<file path="src/rtl/cond_logic.sv">
// ---------------------------------------------------------------------------
// cond_logic
//
// Execute-stage condition and flag unit. It sits directly after the ALU.
//
// What it does:
//   - Holds the architectural NZCV flag register.
//   - Evaluates each instruction's condition field against the registered
//     flags.
//   - Updates the flags from the ALU under per-group write enables.
//   - Gates the PC/register/memory write controls and registers them into
//     the Memory stage.
//
// Ports:
//   clk        in   rising-edge clock
//   reset      in   synchronous active-high reset, clears all state
//   ALUFlags   in   [3:0] ALU flags {N,Z,C,V} of the Execute instruction
//   Cond       in   [3:0] instruction condition field
//   FlagW      in   [1:0] [1] writes N,Z ; [0] writes C,V
//   PCS        in   instruction writes PC
//   RegW       in   instruction writes register file
//   MemW       in   instruction writes memory
//   NoWrite    in   compare-type op, suppresses RegW
//   Stall      in   hold Execute instruction and all state
//   Flush      in   squash Execute instruction
//   Flags      out  [3:0] current flag register {N,Z,C,V}
//   CondEx     out  combinational condition result
//   PCSrcM     out  registered gated PCS
//   RegWriteM  out  registered gated RegW
//   MemWriteM  out  registered gated MemW
// ---------------------------------------------------------------------------
module cond_logic (
   input  logic       clk,
   input  logic       reset,
   input  logic [3:0] ALUFlags,
   input  logic [3:0] Cond,
   input  logic [1:0] FlagW,
   input  logic       PCS,
   input  logic       RegW,
   input  logic       MemW,
   input  logic       NoWrite,
   input  logic       Stall,
   input  logic       Flush,
   output logic [3:0] Flags,
   output logic       CondEx,
   output logic       PCSrcM,
   output logic       RegWriteM,
   output logic       MemWriteM
);

   logic [1:0] nz_reg;   // {N,Z}
   logic [1:0] cv_reg;   // {C,V}
   logic       pcs_m_reg;
   logic       regw_m_reg;
   logic       memw_m_reg;

   logic flag_n, flag_z, flag_c, flag_v;
   logic cond_ex_next;
   logic wr_nz, wr_cv;
   logic pcs_gated, regw_gated, memw_gated;

   assign flag_n = nz_reg[1];
   assign flag_z = nz_reg[0];
   assign flag_c = cv_reg[1];
   assign flag_v = cv_reg[0];

   // The condition looks only at the registered flags. An instruction's own
   // ALUFlags therefore never influence its own condition.
   always_comb begin
      cond_ex_next = 1'b0;
      unique case (Cond)
         4'b0000: cond_ex_next = flag_z;
         4'b0001: cond_ex_next = ~flag_z;
         4'b0010: cond_ex_next = flag_c;
         4'b0011: cond_ex_next = ~flag_c;
         4'b0100: cond_ex_next = flag_n;
         4'b0101: cond_ex_next = ~flag_n;
         4'b0110: cond_ex_next = flag_v;
         4'b0111: cond_ex_next = ~flag_v;
         4'b1000: cond_ex_next = flag_c & ~flag_z;
         4'b1001: cond_ex_next = ~flag_c | flag_z;
         4'b1010: cond_ex_next = (flag_n == flag_v);
         4'b1011: cond_ex_next = (flag_n != flag_v);
         4'b1100: cond_ex_next = ~flag_z & (flag_n == flag_v);
         4'b1101: cond_ex_next = flag_z | (flag_n != flag_v);
         4'b1110: cond_ex_next = 1'b1;
         default: cond_ex_next = 1'b0;
      endcase
   end

   // A stalled or squashed instruction must not disturb the flags.
   assign wr_nz = FlagW[1] & cond_ex_next & ~Stall & ~Flush;
   assign wr_cv = FlagW[0] & cond_ex_next & ~Stall & ~Flush;

   assign pcs_gated  = PCS  & cond_ex_next;
   assign regw_gated = RegW & cond_ex_next & ~NoWrite;
   assign memw_gated = MemW & cond_ex_next;

   always_ff @(posedge clk) begin
      if (reset) begin
         nz_reg <= 2'b00;
         cv_reg <= 2'b00;
      end else begin
         if (wr_nz) nz_reg <= ALUFlags[3:2];
         if (wr_cv) cv_reg <= ALUFlags[1:0];
      end
   end

   // Flush has priority over Stall, so a squashed slot becomes a bubble
   // even while the stage is held.
   always_ff @(posedge clk) begin
      if (reset || Flush) begin
         pcs_m_reg  <= 1'b0;
         regw_m_reg <= 1'b0;
         memw_m_reg <= 1'b0;
      end else if (!Stall) begin
         pcs_m_reg  <= pcs_gated;
         regw_m_reg <= regw_gated;
         memw_m_reg <= memw_gated;
      end
   end

   assign Flags     = {nz_reg, cv_reg};
   assign CondEx    = cond_ex_next;
   assign PCSrcM    = pcs_m_reg;
   assign RegWriteM = regw_m_reg;
   assign MemWriteM = memw_m_reg;

endmodule

</file>
<file path="config.mk">
export PLATFORM = sky130hd
export DESIGN_NAME = cond_logic
export DESIGN_NICKNAME = d
export VERILOG_FILES = /design/src/rtl/cond_logic.sv
export SDC_FILE = /design/constraint.sdc
export NUM_CORES = 1
export LEC_CHECK = 0
export CAP_MARGIN = 25
export CORE_AREA = 2 2 39 41
export CTS_BUF_LIST = sky130_fd_sc_hd__clkbuf_2 sky130_fd_sc_hd__clkbuf_4 sky130_fd_sc_hd__clkbuf_8
export CTS_CLUSTER_DIAMETER = 100
export DETAILED_ROUTE_END_ITERATION = 8
export DIE_AREA = 0 0 41 43
export PLACE_DENSITY = 0.8
export RECOVER_POWER = 100
export SYNTH_ARGS = -nofsm -noshare
export SYNTH_HDL_FRONTEND = slang
export SYNTH_SLANG_ARGS = --single-unit
</file>
<file path="constraint.sdc">
create_clock -name clk -period 3.9 [get_ports clk]
set_clock_uncertainty 0.1 [all_clocks]
set_input_delay 0.39 -clock clk [delete_from_list [all_inputs] [get_ports clk]]
set_output_delay 0.39 -clock clk [all_outputs]
set_load 0.005 [all_outputs]
</file>
* Word-level counts from Yosys, hierarchy flattened
Index checks and enable logic that the tools add are counted.
Widths: inputs -> output; s select.
** Word-level totals
- Input bits :: 18
- Bits in registers :: 7
** Operators by class
- Bitwise logic cells :: 21
- Reductions and logical operators :: 2
- Muxes and demuxes :: 1
- Equality and inequality tests :: 16
** Operator list (number)
- $eq 4x4->1 const B :: 7
- $eq 4x3->1 const B :: 4
- $pmux 1 s15 :: 1
- $and 1x1->1 :: 12
- $eq 4x2->1 const B :: 2
- $not 1->1 :: 7
- $eq 4x1->1 const B :: 1
- $logic_not 4->1 :: 1
- $or 1x1->1 :: 2
- $eq 1x1->1 :: 1
- $logic_or 1x1->1 :: 1
- $ne 1x1->1 :: 1

* Depth between registers and ports, before layout
Gate-level depths: netlist of the first run.
- Depth after elaboration :: 6
- Depth in mapped cells :: 7
- Gate-level depth less buffers :: 6

* Least setup slack after synthesis of the first run
OpenSTA, ideal clock, no wires.
- Kind :: input -> output
- From :: in Cond[0]
- To :: out CondEx
- Path slack :: 2.060 ns
- Buffers on the path :: 1
- Stages :: 5
- Data arrival time :: 1.350 ns
- Cells stage by stage :: buf_4 -> and2b_1 -> o21a_1 -> o31ai_2 -> o311ai_4
** Between the ends
- Longest elaborated chain between the ends :: 2
- Elaborated cells between the ends (all ways) :: 16
** RTL lines
- from (decl) :: RTL line 36 : input logic [3:0] Cond,
- $eq 4x4->1 (tied with other cells) :: RTL line 71 : unique case (Cond)
- $pmux 1 s15 (*) :: RTL line 71
- to (decl) :: RTL line 45 : output logic CondEx,
Mark *: on every way between the ends. The rest lies on a longest branch, timed or not.

* Worst setup path after layout of the first run
Same ends and word-level chain as after synthesis.

==> results of run 1 <==
-- cell families (layout without fill, tap and decap cells) --
kind of cell    count (synthesis)  after routing  share of synthesized area, %
simple gates                   30             30                         36.47
compound gates                 12             12                         21.33
flops                           7              7                         25.69
xor+xnor                        4              4                         6.423
mux                             4              4                         7.340
buf+inv                         3             30                         2.751
-- worst max path at each step --
stage | end | slack [ns]
after floorplan | CondEx | 2.06
after global placement | CondEx | 0.94
after detailed placement | CondEx | 0.88
after CTS | CondEx | 0.88
after global routing | CondEx | 0.48
final | CondEx | 0.62
-- through the flow --
stage           power, W  setup WS, ns  utilization, %
2_1_floorplan  0.0001032         2.060               -
3_3_place_gp   0.0001319        0.9430           58.14
3_5_place_dp   0.0001327        0.8769           58.14
4_1_cts        0.0002077        0.8847           60.31
5_1_grt        0.0002122        0.4758           59.22
6_report       0.0002017        0.6241           59.22
-- cell usage in the layout, fill, tap and decap left out, drive strengths merged --
cell type / Yosys / final
a21oi: 2 / 2
a22oi: 3 / 3
a31oi: 1 / 1
and2b: 1 / 1
and3b: 1 / 1
clkbuf: 1 / 4
clkdlybuf4s50: 0 / 16
dfxtp: 7 / 7
dlygate4sd3: 0 / 9
inv: 1 / 1
mux2i: 4 / 4
nand2: 3 / 3
nand2b: 8 / 8
nand3: 2 / 2
nand3b: 1 / 1
nor2: 1 / 1
nor2b: 4 / 4
nor3: 3 / 3
nor3b: 1 / 1
nor4b: 1 / 1
nor4bb: 1 / 1
o21a: 1 / 1
o21ai: 1 / 1
o311ai: 2 / 2
o31a: 1 / 1
o31ai: 1 / 1
or2b: 2 / 2
or3b: 1 / 1
xnor2: 2 / 2
xor2: 2 / 2
-- per-layer routing --
metal  vias up  GRT usage [%]  part of all wire [%]
met5         -              0                     0
met1       229          20.39                    42
met2        22          26.56                    47
met3         4          5.236                   7.7
met4         0          14.00                   3.4
li1        271              -                     -
-- cell type report --
| class | instances | share of cell area [%] |
|---|---|---|
| flip-flops and latches | 7 | 17.10 |
| multi-input cells | 50 | 45.80 |
| clock buffers | 4 | 3.664 |
| repair buffers | 25 | 30.53 |
| well taps | 16 | 2.443 |
| inverters | 1 | 0.4580 |
-- worst max-delay path, delay by kind of cell --
family / cells / cell delay [ns]
buffers and inverters: 2 / 1.30
AND/OR/NAND/NOR: 1 / 0.20
AO/OA/AOI/OAI: 3 / 0.89
-- power groups by stage --
stage                     combinational (W)  sequential, W   clock, W
final                             0.0000526      0.0000753  0.0000738
after global routing              0.0000574      0.0000755  0.0000793
after CTS                         0.0000560      0.0000753  0.0000764
after detailed placement          0.0000559      0.0000768          0
after global placement            0.0000551      0.0000768          0
after floorplan                   0.0000267      0.0000765          0
==> flow_metrics.env, run 1 <==
export IMPL_fp_dieW_um=41
export IMPL_setup_viol_count_final=0
export IMPL_fin_crit_ns=3.276
export IMPL_hp_class="flop to flop"
export IMPL_gp_congestion=0.6779
export IMPL_arrival_ns=2.79
export IMPL_min_path_cells=2
export IMPL_drt_total_wl_mm=1.214
export IMPL_worstPathMaxFanout=11
export IMPL_syn_nets=78
export IMPL_syn2layout_area_growth_pct=50.23
export IMPL_crit_path_end_kind="output port"
export IMPL_grt_max_degree=13
export IMPL_cts_htree_levels=1
export IMPL_synth_largest_area_cell="dfxtp_1"
export IMPL_yosysSeqAreaShare_pct=25.69
export IMPL_maxCapViolations=0
export IMPL_ys_top_cells_by_area="dfxtp_1, nand2b_1, mux2i_1"
export IMPL_r2r_cells=6
export IMPL_cpMostUsedCell="dlygate4sd3_1"
export IMPL_reg2reg_setup_slack_ns=1.90
export IMPL_placed_cells=99
export IMPL_crit_path_cell_trace="dlygate4sd3_1 > nor4bb_1 > o31a_1 > o31ai_1 > o311ai_4 > dlygate4sd3_1"
export IMPL_whs_ns=0.3959
export IMPL_outcome="completed"
export IMPL_power_switching_w=0.00005049
export IMPL_hold_violations=0
export IMPL_synth_distinct_cells=32
export IMPL_ys_async_sr_fraction_pct=0
export IMPL_clk_pin_slew_ns=0.05
export IMPL_synth_flop_cell="dfxtp_1"
export IMPL_root_buffer="clkbuf_4"
export IMPL_stdcell_area_um2=819.5
export IMPL_syn_instance_count=60
export IMPL_first_iter_violations=15
export IMPL_power_density_nw_per_um2=246.1
export IMPL_die_h_um=43
export IMPL_viasPerCell=5.107
export IMPL_min_delay_start="RegWriteM"
export IMPL_cts_sinks=7
export IMPL_synth_edff_count=0
export IMPL_setup_worst_path_start="Cond[0]"
export IMPL_drive_above_1_share_pct=8.046
export IMPL_worstPathRequired_ns=3.41
export IMPL_core_um2=1384
export IMPL_swShare_pct=25.04
export IMPL_cts_setup_buffers=0
export IMPL_multi_input_area_um2=375.4
export IMPL_cts_tree="built"
export IMPL_ys_seq_elements=7
export IMPL_wl_per_cell_um=11.79
export IMPL_overflow=0
export IMPL_insertion_delay_ns=0.25
export IMPL_worst_path_largest_cell_delay_ns=0.68
export IMPL_slowest_stage="dlygate4sd3_1"
export IMPL_portBuffers=25
export IMPL_fin_nets=106
export IMPL_worst_pin_slew_ns=0.4340
export IMPL_row_count=14
export IMPL_start_util_pct=39.42
export IMPL_fillerInstances=137
export IMPL_yosysTopAreaCellShare_pct=25.69
export IMPL_report_final_slew_viol_count=0
export IMPL_fmax_mhz=305.3
export IMPL_antenna_found_initial=0
export IMPL_peakVddDrop_mv=0.1640
export IMPL_synth_area_um2=545.5
export IMPL_p_leak_nw=0.3367
export IMPL_cts_buffers=3
export IMPL_ioPinCount=26
export IMPL_hpwl_um=955.3
export IMPL_clock_path_buffers=2
export IMPL_die_area_um2=1763
export IMPL_synth_most_common_cell="nand2b_1"
export IMPL_antenna_left=0
export IMPL_final_seq_area_um2=140.1
export IMPL_r2r_end="nz_reg[1]"
export IMPL_insertedDiodeCount=0
export IMPL_grt_util_all_layers_pct=18.01
export IMPL_worstHoldEndpoint="RegWriteM"
export IMPL_sequentialPowerShare_pct=37.3
export IMPL_rsz0062_at_grt="no"
export IMPL_first_pass_iters=3
export IMPL_worstReg2RegStart="cv_reg[0]"
export IMPL_grt_pass1_vias=503
export IMPL_drc=0
export IMPL_cts_resized=0
export IMPL_vias=526
export IMPL_synth_common_cells="nand2b_1, dfxtp_1, mux2i_1, nor2b_1"
export IMPL_post_route_period_util_pct=84.00
export IMPL_start_kind="input port"
export IMPL_yosysWarningCount=0
export IMPL_pwr_share_comb_pct=26.1
export IMPL_hold_buffers=0
export IMPL_postPlaceCellArea_um2=804.5
export IMPL_path_class="input port to output port"
export IMPL_pwr_share_clk_pct=36.6
export IMPL_syn_area_per_cell_um2=9.092
export IMPL_internal_power_w=0.0001512
export IMPL_grt_pass1_wl_mm=2.056
export IMPL_fin_cells=103
export IMPL_slew_headroom_pct=70.61
export IMPL_setup_tns_ns=0
Note: power is estimated with default switching activity, not from simulation.
==> inputs of run 2 (changes only) <==
--- a/config.mk
+++ b/config.mk
@@ -6,12 +6,12 @@
 export NUM_CORES = 1
 export LEC_CHECK = 0
 export CAP_MARGIN = 25
-export CORE_AREA = 2 2 39 41
+export CORE_MARGIN = 2
+export CORE_UTILIZATION = 37
 export CTS_BUF_LIST = sky130_fd_sc_hd__clkbuf_2 sky130_fd_sc_hd__clkbuf_4 sky130_fd_sc_hd__clkbuf_8
 export CTS_CLUSTER_DIAMETER = 100
 export DETAILED_ROUTE_END_ITERATION = 8
-export DIE_AREA = 0 0 41 43
-export PLACE_DENSITY = 0.8
+export PLACE_DENSITY = 0.77
 export RECOVER_POWER = 100
 export SYNTH_ARGS = -nofsm -noshare
 export SYNTH_HDL_FRONTEND = slang
==> constraint.sdc (replaced) <==
create_clock -name clk -period 2.92 [get_ports clk]
set_clock_uncertainty 0.1 [all_clocks]
set_input_delay 0.292 -clock clk [delete_from_list [all_inputs] [get_ports clk]]
set_output_delay 0.292 -clock clk [all_outputs]
set_load 0.005 [all_outputs]
==> flow_metrics.env, run 2 (synthesis results as in run 1) <==
export IMPL_stdcell_area_um2=830.8
export IMPL_internal_power_w=0.0002042
export IMPL_core_um2=1334
export IMPL_cts_htree_levels=1
export IMPL_outcome="completed"
export IMPL_fmax_mhz=368.0
export IMPL_viasPerCell=5.282
export IMPL_row_count=13
export IMPL_worstReg2RegStart="cv_reg[0]"
export IMPL_power_density_nw_per_um2=330.8
export IMPL_layout_common_cells="clkdlybuf4s50_1, nand2b_1, dfxtp_1, dlygate4sd3_1"
export IMPL_peakVddDrop_mv=0.2462
export IMPL_vias=544
export IMPL_layout_commonest_cell="clkdlybuf4s50_1"
export IMPL_antenna_found_initial=0
export IMPL_grt_util_all_layers_pct=16.99
export IMPL_crit_path_end_kind="output port"
export IMPL_ioPinCount=26
export IMPL_grt_pass1_wl_mm=2.332
export IMPL_worstPathRequired_ns=2.53
export IMPL_hp_class="flop to flop"
export IMPL_fin_cells=103
export IMPL_report_final_slew_viol_count=0
export IMPL_power_w=0.0002749
export IMPL_r2r_end="nz_reg[0]"
export IMPL_postPlaceCellArea_um2=810.8
export IMPL_gp_congestion=0.7436
export IMPL_worst_pin_slew_ns=0.3949
export IMPL_die_h_um=42.40
export IMPL_die_area_um2=1797
export IMPL_maxCapViolations=0
export IMPL_cts_tree="built"
export IMPL_fp_dieW_um=42.40
export IMPL_min_delay_start="RegWriteM"
export IMPL_drc=0
export IMPL_power_switching_w=0.00007063
export IMPL_insertedDiodeCount=0
export IMPL_reg2reg_setup_slack_ns=0.98
export IMPL_final_seq_area_um2=140.1
export IMPL_hold_violations=0
export IMPL_cts_buffers=3
export IMPL_worstPathMaxFanout=9
export IMPL_pwr_share_clk_pct=36.8
export IMPL_first_pass_iters=4
export IMPL_fin_nets=107
export IMPL_start_kind="input port"
export IMPL_cts_resized=0
export IMPL_setup_viol_count_final=0
export IMPL_hpwl_mm=1.029
export IMPL_r2r_cells=6
export IMPL_insertion_delay_ns=0.26
export IMPL_wl_per_cell_um=12.50
export IMPL_setup_tns_ns=0
export IMPL_grt_pass1_vias=561
export IMPL_antenna_left=0
export IMPL_root_buffer="clkbuf_4"
export IMPL_drt_total_wl_mm=1.288
export IMPL_swShare_pct=25.70
export IMPL_cp_endpoint="CondEx"
export IMPL_hold_buffers=0
export IMPL_cts_setup_buffers=0
export IMPL_grt_max_degree=13
export IMPL_fin_crit_ns=2.718
export IMPL_clock_path_buffers=2
export IMPL_pwr_share_comb_pct=26.7
export IMPL_p_leak_nw=0.3396
export IMPL_multi_input_area_um2=380.4
export IMPL_placed_cells=99
export IMPL_first_iter_violations=7
export IMPL_cts_sinks=7
export IMPL_path_class="input port to output port"
export IMPL_post_route_period_util_pct=93.07
export IMPL_portBuffers=25
export IMPL_sequentialPowerShare_pct=36.6
export IMPL_syn2layout_area_growth_pct=52.29
export IMPL_clk_pin_slew_ns=0.05
export IMPL_fillerInstances=114
export IMPL_setup_worst_path_start="Cond[2]"
export IMPL_slew_headroom_pct=73.26
export IMPL_start_util_pct=40.90
export IMPL_arrival_ns=2.33
export IMPL_overflow=0
export IMPL_drive_above_1_share_pct=10.23
export IMPL_rsz0062_at_grt="no"
export IMPL_whs_ns=0.3936
run 2: power groups by stage:
stage | Clock [W] | Combinational, W | Sequential [W]
after global routing | 0.000106 | 0.0000808 | 0.000101
after global placement | 0 | 0.0000747 | 0.000103
after detailed placement | 0 | 0.0000759 | 0.000103
after floorplan | 0 | 0.0000357 | 0.000102
after CTS | 0.000101 | 0.0000761 | 0.000101
final | 0.000101 | 0.0000733 | 0.000100
run 2: metrics by stage:
stage	setup WS (ns)	utilization (%)
floorplan	1.172	-
global placement	0.2491	60.79
detailed placement	0.1782	60.79
CTS	0.1766	63.04
global route	0.06311	62.29
finish	0.2023	62.29
run 2: critical path, cell delays in order:
cell and delay (ns):
clkdlybuf4s50_1 0.62, nor4bb_1 0.09, o31a_1 0.32, o31ai_2 0.31, o311ai_4 0.20, clkdlybuf4s50_1 0.49
run 2: cell type report:
cell class | instances | share of cell area [%]
Tap cell | 15 | 2.259
Clock buffer | 4 | 3.614
Timing Repair Buffer | 26 | 31.02
Sequential cell | 7 | 16.87
Inverter | 1 | 0.4518
Multi-Input combinational cell | 50 | 45.78
run 2: how the worst min path moves through the flow:
stage | to | cells past startpoint
3_3_place_gp | RegWriteM | 2
6_report | RegWriteM | 2
2_1_floorplan | RegWriteM | 1
5_1_grt | RegWriteM | 2
4_1_cts | RegWriteM | 2
3_5_place_dp | RegWriteM | 2
run 2: metal layers:
layer	vias up	GRT usage (%)	wire (um)
met5	-	0	0
met4	0	9.375	22
met3	3	5.172	97
met2	25	28.92	613
met1	243	18.51	555
li1	273	-	-
==> inputs of run 3 (changes only) <==
--- a/config.mk
+++ b/config.mk
@@ -5,7 +5,7 @@
 export SDC_FILE = /design/constraint.sdc
 export NUM_CORES = 1
 export LEC_CHECK = 0
-export CAP_MARGIN = 25
+export CAP_MARGIN = 30
 export CORE_MARGIN = 2
 export CORE_UTILIZATION = 37
 export CTS_BUF_LIST = sky130_fd_sc_hd__clkbuf_2 sky130_fd_sc_hd__clkbuf_4 sky130_fd_sc_hd__clkbuf_8
==> results of run 3 <==
No change in the layout: final DEF, timing and power equal those of run 2.
